`src/rtl/spi_pkg.sv`:
```
// Shared FSM state encoding, command codes and the command/state agreement check
// for the parametrised SPI slave.
package spi_pkg;

    typedef enum logic [2:0] {
        IDLE      = 3'd0,
        WRITE     = 3'd1,
        CHK_CMD   = 3'd2,
        READ_ADD  = 3'd3,
        READ_DATA = 3'd4,
        WAIT_TX   = 3'd5,
        SEND      = 3'd6,
        DONE      = 3'd7
    } state_e;

    localparam logic [1:0] CMD_WR_ADDR = 2'b00;
    localparam logic [1:0] CMD_WR_DATA = 2'b01;
    localparam logic [1:0] CMD_RD_ADDR = 2'b10;
    localparam logic [1:0] CMD_RD_DATA = 2'b11;

    // The path picked in CHK_CMD must agree with the command bits that arrive later.
    function automatic logic cmd_ok(input state_e s, input logic [1:0] cmd);
        case (s)
            WRITE:     cmd_ok = (cmd == CMD_WR_ADDR) || (cmd == CMD_WR_DATA);
            READ_ADD:  cmd_ok = (cmd == CMD_RD_ADDR);
            READ_DATA: cmd_ok = (cmd == CMD_RD_DATA);
            default:   cmd_ok = 1'b0;
        endcase
    endfunction

endpackage

```
`src/rtl/spi_tx_shifter.sv`:
```
// Parallel-in serial-out shifter driving MISO MSB first; the first bit leaves on the
// load edge so the payload occupies exactly PAYLOAD_W cycles of SEND.
module spi_tx_shifter
    import spi_pkg::*;
#(
    parameter int PAYLOAD_W = 8
) (
    input  logic                 clk,
    input  logic                 rst,
    input  logic                 load_i,
    input  logic                 shift_i,
    input  logic                 clr_i,
    input  logic [PAYLOAD_W-1:0] data_i,
    output logic                 miso_o,
    output logic                 done_o
);

    localparam int CW = $clog2(PAYLOAD_W + 1);

    logic [PAYLOAD_W-1:0] tx_q, tx_d;
    logic                 miso_q, miso_d;
    logic [CW-1:0]        cnt_q, cnt_d;

    assign done_o = (cnt_q == CW'(PAYLOAD_W));
    assign miso_o = miso_q;

    always_comb begin
        tx_d   = tx_q;
        miso_d = miso_q;
        cnt_d  = cnt_q;
        if (load_i) begin
            tx_d   = {data_i[PAYLOAD_W-2:0], 1'b0};
            miso_d = data_i[PAYLOAD_W-1];
            cnt_d  = CW'(1);
        end else if (shift_i) begin
            if (done_o) begin
                miso_d = 1'b0;
            end else begin
                miso_d = tx_q[PAYLOAD_W-1];
                tx_d   = {tx_q[PAYLOAD_W-2:0], 1'b0};
                cnt_d  = cnt_q + 1'b1;
            end
        end else if (clr_i) begin
            miso_d = 1'b0;
            cnt_d  = '0;
        end
    end

    always_ff @(posedge clk or posedge rst) begin
        if (rst) begin
            tx_q   <= '0;
            miso_q <= 1'b0;
            cnt_q  <= '0;
        end else begin
            tx_q   <= tx_d;
            miso_q <= miso_d;
            cnt_q  <= cnt_d;
        end
    end

endmodule

```
`src/rtl/spi_slave_param.sv`:
```
// Parametrised SPI slave front-end: receives {cmd, payload} frames on MOSI, tracks the
// read-address/read-data sequence and returns read data on MISO after a TX handshake.
module spi_slave_param
    import spi_pkg::*;
#(
    parameter int PAYLOAD_W  = 8,
    parameter int TX_TIMEOUT = 16,
    parameter int CNT_W      = $clog2(PAYLOAD_W + 2 + 1)
) (
    input  logic                   clk,
    input  logic                   rst,
    input  logic                   SS_n,
    input  logic                   MOSI,
    input  logic                   tx_valid,
    input  logic [PAYLOAD_W-1:0]   tx_data,
    output logic                   rx_valid,
    output logic [PAYLOAD_W+1:0]   rx_data,
    output logic                   tx_ready,
    output logic                   MISO,
    output logic                   frame_err,
    output logic                   busy,
    output logic [2:0]             cs_dbg
);

    localparam int FRAME_W = PAYLOAD_W + 2;
    localparam int TIMER_W = $clog2(TX_TIMEOUT + 1);
    localparam logic [CNT_W-1:0]   LAST_CNT     = CNT_W'(FRAME_W - 1);
    localparam logic [TIMER_W-1:0] TIMEOUT_LAST = TIMER_W'(TX_TIMEOUT - 1);

    state_e               state_q, state_d;
    logic [FRAME_W-1:0]   rx_data_q, rx_data_d;
    logic [CNT_W-1:0]     cnt_q, cnt_d;
    logic [TIMER_W-1:0]   timer_q, timer_d;
    logic                 addr_seen_q, addr_seen_d;
    logic                 rx_valid_q, rx_valid_d;
    logic                 frame_err_q, frame_err_d;
    logic                 tx_ready_q, tx_ready_d;
    logic                 tx_load, tx_shift, tx_clr, tx_done;
    logic [FRAME_W-1:0]   rx_shift;
    logic [1:0]           cmd;

    assign rx_valid  = rx_valid_q;
    assign rx_data   = rx_data_q;
    assign tx_ready  = tx_ready_q;
    assign frame_err = frame_err_q;
    assign busy      = (state_q != IDLE);
    assign cs_dbg    = state_q;

    // SS_n high is checked first in every active state so a deselect always wins.
    always_comb begin
        state_d     = state_q;
        rx_data_d   = rx_data_q;
        cnt_d       = cnt_q;
        timer_d     = timer_q;
        addr_seen_d = addr_seen_q;
        rx_valid_d  = 1'b0;
        frame_err_d = 1'b0;
        tx_ready_d  = 1'b0;
        tx_load     = 1'b0;
        tx_shift    = 1'b0;
        tx_clr      = 1'b0;
        rx_shift    = {rx_data_q[FRAME_W-2:0], MOSI};
        cmd         = rx_shift[FRAME_W-1 -: 2];

        unique case (state_q)
            IDLE: begin
                if (!SS_n) begin
                    state_d   = CHK_CMD;
                    rx_data_d = '0;
                    cnt_d     = '0;
                end
            end
            CHK_CMD: begin
                if (SS_n) begin
                    state_d     = IDLE;
                    frame_err_d = 1'b1;
                end else if (!MOSI) begin
                    state_d = WRITE;
                end else if (addr_seen_q) begin
                    state_d = READ_DATA;
                end else begin
                    state_d = READ_ADD;
                end
            end
            WRITE, READ_ADD, READ_DATA: begin
                if (SS_n) begin
                    state_d     = IDLE;
                    frame_err_d = 1'b1;
                end else begin
                    rx_data_d = rx_shift;
                    if (cnt_q == LAST_CNT) begin
                        cnt_d      = CNT_W'(FRAME_W);
                        rx_valid_d = 1'b1;
                        if (cmd_ok(state_q, cmd)) begin
                            if (state_q == READ_ADD)  addr_seen_d = 1'b1;
                            if (state_q == READ_DATA) addr_seen_d = 1'b0;
                            state_d = (state_q == READ_DATA) ? WAIT_TX : DONE;
                            timer_d = '0;
                        end else begin
                            frame_err_d = 1'b1;
                            state_d     = DONE;
                        end
                    end else begin
                        cnt_d = cnt_q + 1'b1;
                    end
                end
            end
            WAIT_TX: begin
                if (SS_n) begin
                    state_d     = IDLE;
                    frame_err_d = 1'b1;
                end else if (tx_valid) begin
                    tx_load    = 1'b1;
                    tx_ready_d = 1'b1;
                    state_d    = SEND;
                end else if (timer_q == TIMEOUT_LAST) begin
                    frame_err_d = 1'b1;
                    state_d     = DONE;
                end else begin
                    timer_d = timer_q + 1'b1;
                end
            end
            SEND: begin
                if (SS_n) begin
                    state_d     = IDLE;
                    frame_err_d = 1'b1;
                    tx_clr      = 1'b1;
                end else begin
                    tx_shift = 1'b1;
                    if (tx_done) state_d = DONE;
                end
            end
            DONE: begin
                if (SS_n) state_d = IDLE;
            end
            default: state_d = IDLE;
        endcase
    end

    always_ff @(posedge clk or posedge rst) begin
        if (rst) begin
            state_q     <= IDLE;
            rx_data_q   <= '0;
            cnt_q       <= '0;
            timer_q     <= '0;
            addr_seen_q <= 1'b0;
            rx_valid_q  <= 1'b0;
            frame_err_q <= 1'b0;
            tx_ready_q  <= 1'b0;
        end else begin
            state_q     <= state_d;
            rx_data_q   <= rx_data_d;
            cnt_q       <= cnt_d;
            timer_q     <= timer_d;
            addr_seen_q <= addr_seen_d;
            rx_valid_q  <= rx_valid_d;
            frame_err_q <= frame_err_d;
            tx_ready_q  <= tx_ready_d;
        end
    end

    spi_tx_shifter #(
        .PAYLOAD_W (PAYLOAD_W)
    ) u_tx_shifter (
        .clk     (clk),
        .rst     (rst),
        .load_i  (tx_load),
        .shift_i (tx_shift),
        .clr_i   (tx_clr),
        .data_i  (tx_data),
        .miso_o  (MISO),
        .done_o  (tx_done)
    );

endmodule
```
`config.mk`:
```
export PLATFORM = sky130hd
export DESIGN_NAME = spi_slave_param
export DESIGN_NICKNAME = d
export VERILOG_FILES = /design/src/rtl/spi_pkg.sv /design/src/rtl/spi_tx_shifter.sv /design/src/rtl/spi_slave_param.sv
export SDC_FILE = /design/constraint.sdc
export NUM_CORES = 1
export LEC_CHECK = 0
export BUFFER_PORTS_ARGS = -buffer_cell sky130_fd_sc_hd__buf_2
export CAP_MARGIN = 10
export CORE_MARGIN = 5
export CORE_UTILIZATION = 45
export CTS_CLUSTER_SIZE = 10
export DETAILED_ROUTE_END_ITERATION = 8
export PLACE_DENSITY = 0.75
export RECOVER_POWER = 25
export SYNTH_ARGS = -nofsm -noshare
export SYNTH_HDL_FRONTEND = slang
export SYNTH_SLANG_ARGS = --single-unit
```
`constraint.sdc`:
```
create_clock -name clk -period 4.7 [get_ports clk]
set_clock_uncertainty 0.2 [all_clocks]
set_input_delay 0.235 -clock clk [delete_from_list [all_inputs] [get_ports clk]]
set_output_delay 0.235 -clock clk [all_outputs]
set_load 0.005 [all_outputs]
```
Word-level counts from Yosys, hierarchy flattened
Index checks and enable logic that the tools add are counted.
W data, S select, Z words.
{"block": "totals", "register_bits": 39, "in_bits": 13, "out_inout_bits": 18}
{"block": "classes", "add_sub_neg": 3, "n_eq_ne": 26, "mux": 63, "bitwise_logic": 1, "reduce_logical": 17}
{"op": "$mux W3", "n": 12}
{"op": "$mux W5", "n": 6}
{"op": "$mux W4", "n": 7}
{"op": "$mux W1", "n": 25}
{"op": "$mux W8", "n": 3}
{"op": "$mux W10", "n": 2}
{"op": "$pmux W10 S2", "n": 1}
{"op": "$ne A2 B2 Y1 const B", "n": 9}
{"op": "$pmux W3 S6", "n": 1}
{"op": "$eq A3 B3 Y1 const B", "n": 4}
{"op": "$pmux W5 S2", "n": 1}
{"op": "$reduce_and A5 Y1", "n": 2}
{"op": "$ne A3 B3 Y1 const B", "n": 3}
{"op": "$add A4 B1 Y4 const B", "n": 2}
{"op": "$eq A4 B4 Y1 const B", "n": 2}
{"op": "$pmux W4 S2", "n": 1}
{"op": "$reduce_bool A2 Y1", "n": 4}
{"op": "$reduce_and A7 Y1", "n": 1}
{"op": "$eq A3 B2 Y1 const B", "n": 2}
{"op": "$pmux W1 S3", "n": 2}
{"op": "$reduce_bool A3 Y1", "n": 2}
{"op": "$add A5 B1 Y5 const B", "n": 1}
{"op": "$eq A5 B4 Y1 const B", "n": 1}
{"op": "$eq A2 B2 Y1 const B", "n": 2}
{"op": "12 further kinds", "n": 14}

Longest topological paths before layout
{"block": "logic_depth", "depth_word": 10, "mapped_depth": 8, "ltp_nobuf": 8}

By module
Synthesis repeated with hierarchy kept, for this count alone.
{"block": "hier_totals", "cells_unflattened": 217, "hier_area_um2": 2103.3}
{"module": "spi_slave_param", "instances": 1, "cells_each": 151, "area_each_um2": 1466.4, "seq_area_each_um2": 650.6}
{"module": "spi_tx_shifter", "instances": 1, "cells_each": 66, "area_each_um2": 636.9, "seq_area_each_um2": 300.3}

Least setup slack after synthesis
Ideal clock, no wire load.
{"block": "synth_timing", "path_type": "flip-flop to flip-flop", "from": "register state_q[1], in the netlist cs_dbg[1]", "to": "register timer_q[3]", "setup_ns": 0.078, "arrival_ns": 2.115, "slack_ns": 2.307, "path_stages_with_launch": 7, "path_buffers": 1, "cell_sequence": "dfrtp_1 > buf_6 > or4b_4 > o32a_1 > a211o_1 > or3_1 > a21oi_1"}
{"block": "synth_between", "elab_chain_len": 7}
{"item": "start: declaration", "line": "spi_slave_param.sv:30", "source": "state_e state_q, state_d;"}
{"item": "start signal: assignment", "line": "spi_slave_param.sv:151", "source": "state_q <= state_d;"}
{"item": "$eq A3 B3 Y1, or another cell as far along", "line": "spi_pkg.sv:23, spi_slave_param.sv:65"}
{"item": "$pmux W1 S3", "line": "spi_pkg.sv:23", "source": "case (s)"}
{"item": "$mux W1", "line": "spi_slave_param.sv:91", "source": "if (cnt_q == LAST_CNT) begin"}
{"item": "$mux W1", "line": "spi_slave_param.sv:86", "source": "if (SS_n) begin"}
{"item": "$mux W1", "line": "spi_slave_param.sv:65", "source": "unique case (state_q)"}
{"item": "$ne A2 B2 Y1 (no line)"}
{"item": "$reduce_and A7 Y1 (no line)"}
{"item": "end signal: assignment", "line": "spi_slave_param.sv:154", "source": "timer_q <= timer_d;"}
{"item": "end: declaration", "line": "spi_slave_param.sv:33", "source": "logic [TIMER_W-1:0] timer_q, timer_d;"}
Several ways; a longest one is shown, not always the timed one. The select of a mux whose other input is x is not followed.
A chain may end at the register's enable or synchronous reset.

Worst setup path after layout
{"block": "layout_timing", "from": "register state_q[2], in the netlist cs_dbg[2]", "to": "register state_q[2], in the netlist cs_dbg[2]"}
{"block": "layout_between", "elab_chain_len": 4}
{"item": "$eq A3 B2 Y1, or another cell as far along", "line": "spi_slave_param.sv:65"}
{"item": "$reduce_or A3 Y1", "line": "spi_slave_param.sv:65"}
{"item": "$ne A3 B3 Y1 (no line)"}
{"item": "$reduce_and A5 Y1 (no line)"}
Several ways; a longest one is shown, not always the timed one.

==> key figures <==
Clock tree
  – Root buf cell: clkbuf_8
  – CTS Buf Count: 5
  – Post-CTS Setup Bufs: 0
  – Sink Count: 38
  – Post-cts hold buffer count: 4
  – Clk Latency, worst-skew pair: just under 0.3 ns
  – CTS tree: done
  – Worst-path clk slew: 0.08 ns
  – Post-CTS sizing: 0
  – Bufs on Longest Clock Path: 2
  – CTS HTree Levels: 2

Worst setup path
  – Worst flop-to-flop path startpoint: cs_dbg[2]
  – Critical path type: flip-flop to flip-flop
  – Worst path cell trace: nor3b_1 > nor2_1 > nor2_1 > a21bo_2 > mux2_2
  – Crit path max fanout: 19
  – WP data required: 4.67 ns
  – Setup crit end kind: flip-flop
  – Most used cell, CP: nor2_1
  – CP Data Arrival Time: approximately 2.8 ns
  – CP Launch Type: flip-flop
  – Critical path buffer and inverter count: 0
  – Crit-path leading delay family: simple AND/OR/NAND/NOR gates
  – CP max-delay cell: dfrtp_1
  – CP peak stage delay: about 0.67 ns
  – Critical Path Source: cs_dbg[2]

Route
  – Via count: between 1500 and 2000
  – Final ANT Viol Nets: 0
  – Vias per Instance: 5.59
  – DR WL/cell: 14.6 um
  – DRC errors left: 0
  – Initial DRC count: approximately 180
  – Final wirelength: roughly 4.2 mm
  – First-pass DRT Iterations: 6

Timing
  – RSZ-0062 raised after global routing: no
  – Post-layout min period: 2.79 ns
  – Final hold violations: 0
  – Setup Total Neg Slack: 0 ns
  – Max-slew violations: 39
  – Worst hold slack: 0.000708 ns
  – Max-slew headroom: -32.4%
  – Fmax: between 300 and 400 MHz
  – Final Cycle Share: around three fifths
  – Worst-Margin Slew: between 1.5 and 2 ns
  – Setup Viol. Count Final: 0

Die
  – # IOs: 31
  – Die Area: 5760 um2
  – Starting Density: 45.5%
  – Die H: about 76 um
  – Row cnt: 24
  – Core area: 4290 um2
  – Die W: 75.9 um

Logic synthesis
  – Fraction of registers with async set or reset after synthesis: 100%
  – Synthesized cell area: roughly 2000 um2
  – Yosys top cell by area: dfrtp_1
  – Yosys top cell area share: 48.7%
  – Cells after Synth: just over 200
  – EDFF count, synth: 0
  – Top post-synthesis cells by area: dfrtp_1 49%, o21ai_0 4.9%, a22o_1 4.5%
  – Simple-gate share of the synthesized area: a little under a fifth
  – Synth warn: 0
  – Seq/Total Area, Yosys: about half
  – Library cells used by synthesis: 46
  – Synthesized area per cell: ~9.5 um2
  – Seq cells post-synth: 38
  – XOR/XNOR Fraction of Synth Area: 0%
  – Synth Area in Adders: under 10%
  – Compound-gate portion of the synthesized area: between 20% and 30%
  – Largest family of logic cells by synthesized area: compound AO/OA/AOI/OAI gates
  – Syn nets: roughly 220
  – Mux share of post-synthesis cell area: 1.09%
  – Top FF cell, synth: dfrtp_1

Global routing
  – Initial antenna violation count: 0
  – Via count of the first global-routing pass: approximately 1600
  – First-pass GRT wire length: between 7 and 8 mm
  – Largest net degree at the start of global routing: 39
  – Gr usage total: 15.3%
  – GRT overflow: 0

Finish
  – Nets: roughly 260
  – Most frequent cells in the layout: 38 x dfrtp_1, 30 x buf_2, 23 x nand2_1
  – Fin area: 2280 um2
  – Final cell count without fillers: a little under 300
  – Fill cells: 385
  – N_diodes: 0
  – Synth-to-Final Area Change: 16.9%
  – Commonest non-fill, non-tap cell in the layout: dfrtp_1
  – Share of cells above drive strength 1: between 10% and 20%

Outcome
  – Outcome: finished, violations left
  – Failing checks: max-capacitance violations, max-slew violations

Placement
  – Hpwl dp: between 2 and 3 mm
  – RePlAce Congestion: 0.800
  – Placed insts: around 280
  – Area after DPL: between 2000 and 2500 um2
  – IO Port Bufs: 30

Hold path
  – Hold Crit Class: input pin to flip-flop
  – Min-delay src: MOSI

Power
  – Power Total: 0.00116 W
  – Peak VDD IR: 0.195 mV
  – Lkg Pwr: ~1.1 nW
  – Pwr dens: slightly above 500 nW/um2

Flow run
  – Max-cap violations: 1
stage by stage:
| step | util, % | worst slack, ns |
|---|---|---|
| detailed placement | 49.8 | 1.96 |
| global route | 53.2 | 1.66 |
| floorplan | - | 2.31 |
| global placement | 49.8 | 2.01 |
| CTS | 53.3 | 1.94 |
| finish | 53.2 | 1.91 |
synth_stat cells, types with 2 or more instances:
cell / number
nor4bb_1: 3
nand2_1: 23
nor3_1: 4
nand3_1: 6
or3_1: 2
o21bai_1: 3
a21boi_0: 2
a31oi_1: 7
o211ai_1: 2
ha_1: 6
o21ai_0: 19
a22o_1: 10
a22oi_1: 2
clkbuf_1: 8
inv_1: 11
and3_1: 2
nor3b_1: 2
dfrtp_1: 38
nor2_1: 17
a21oi_1: 9
a221oi_1: 2
nand3b_1: 3
kinds of logic after synthesis:
family,count (synthesis)
AOI/OAI and AO/OA,68
adders and majority gates,6
buffers and inverters,22
DFF,38
muxes,2
and+or+nand+nor,69
routing by layer:
layer | track usage, % | up-vias | part of all wire, %
met5 | 0 | - | 0
met4 | 5.87 | 0 | 1.5
met3 | 3.44 | 5 | 3.2
met2 | 23.1 | 24 | 47
met1 | 21.3 | 783 | 48
li1 | - | 814 | -
where the power goes:
part / internal (W) / leakage (nW) / total [W] / switching [W]
combinational: 0.000179 / 0.520 / 0.000385 / 0.000206
sequential: 0.000408 / 0.498 / 0.000517 / 0.000108
clock: 0.000148 / 0.0575 / 0.000262 / 0.000114
cell type report:
cell class,count,area [um2],area share [%]
tap,52,65.1,2.85
clock buffer,8,110,4.82
inverter,12,45.0,1.97
multi-input combinational,145,912,39.9
sequential,38,951,41.6
timing repair buffer,36,201,8.82
final timing paths:
kind                              end  slack, ns  cells after the start
setup / recovery            cs_dbg[2]       1.91                      5
hold / removal             rx_data[0]     0.0007                      2
setup reg to reg            cs_dbg[2]       1.91                      5
hold reg to reg            timer_q[4]       0.31                      2
max in group asynchronous  rx_data[7]       2.16                      4
min in group asynchronous  rx_data[1]       1.00                      4
state kept, by name, summed over array words and instances, names as in the netlist:
register             flops
addr_seen_q              1
cnt_q                    4
cs_dbg                   3
frame_err                1
rx_data                 10
rx_valid                 1
timer_q                  5
tx_ready                 1
u_tx_shifter.cnt_q       4
u_tx_shifter.miso_o      1
u_tx_shifter.tx_q        7
Power figures use the tool's default switching activity.
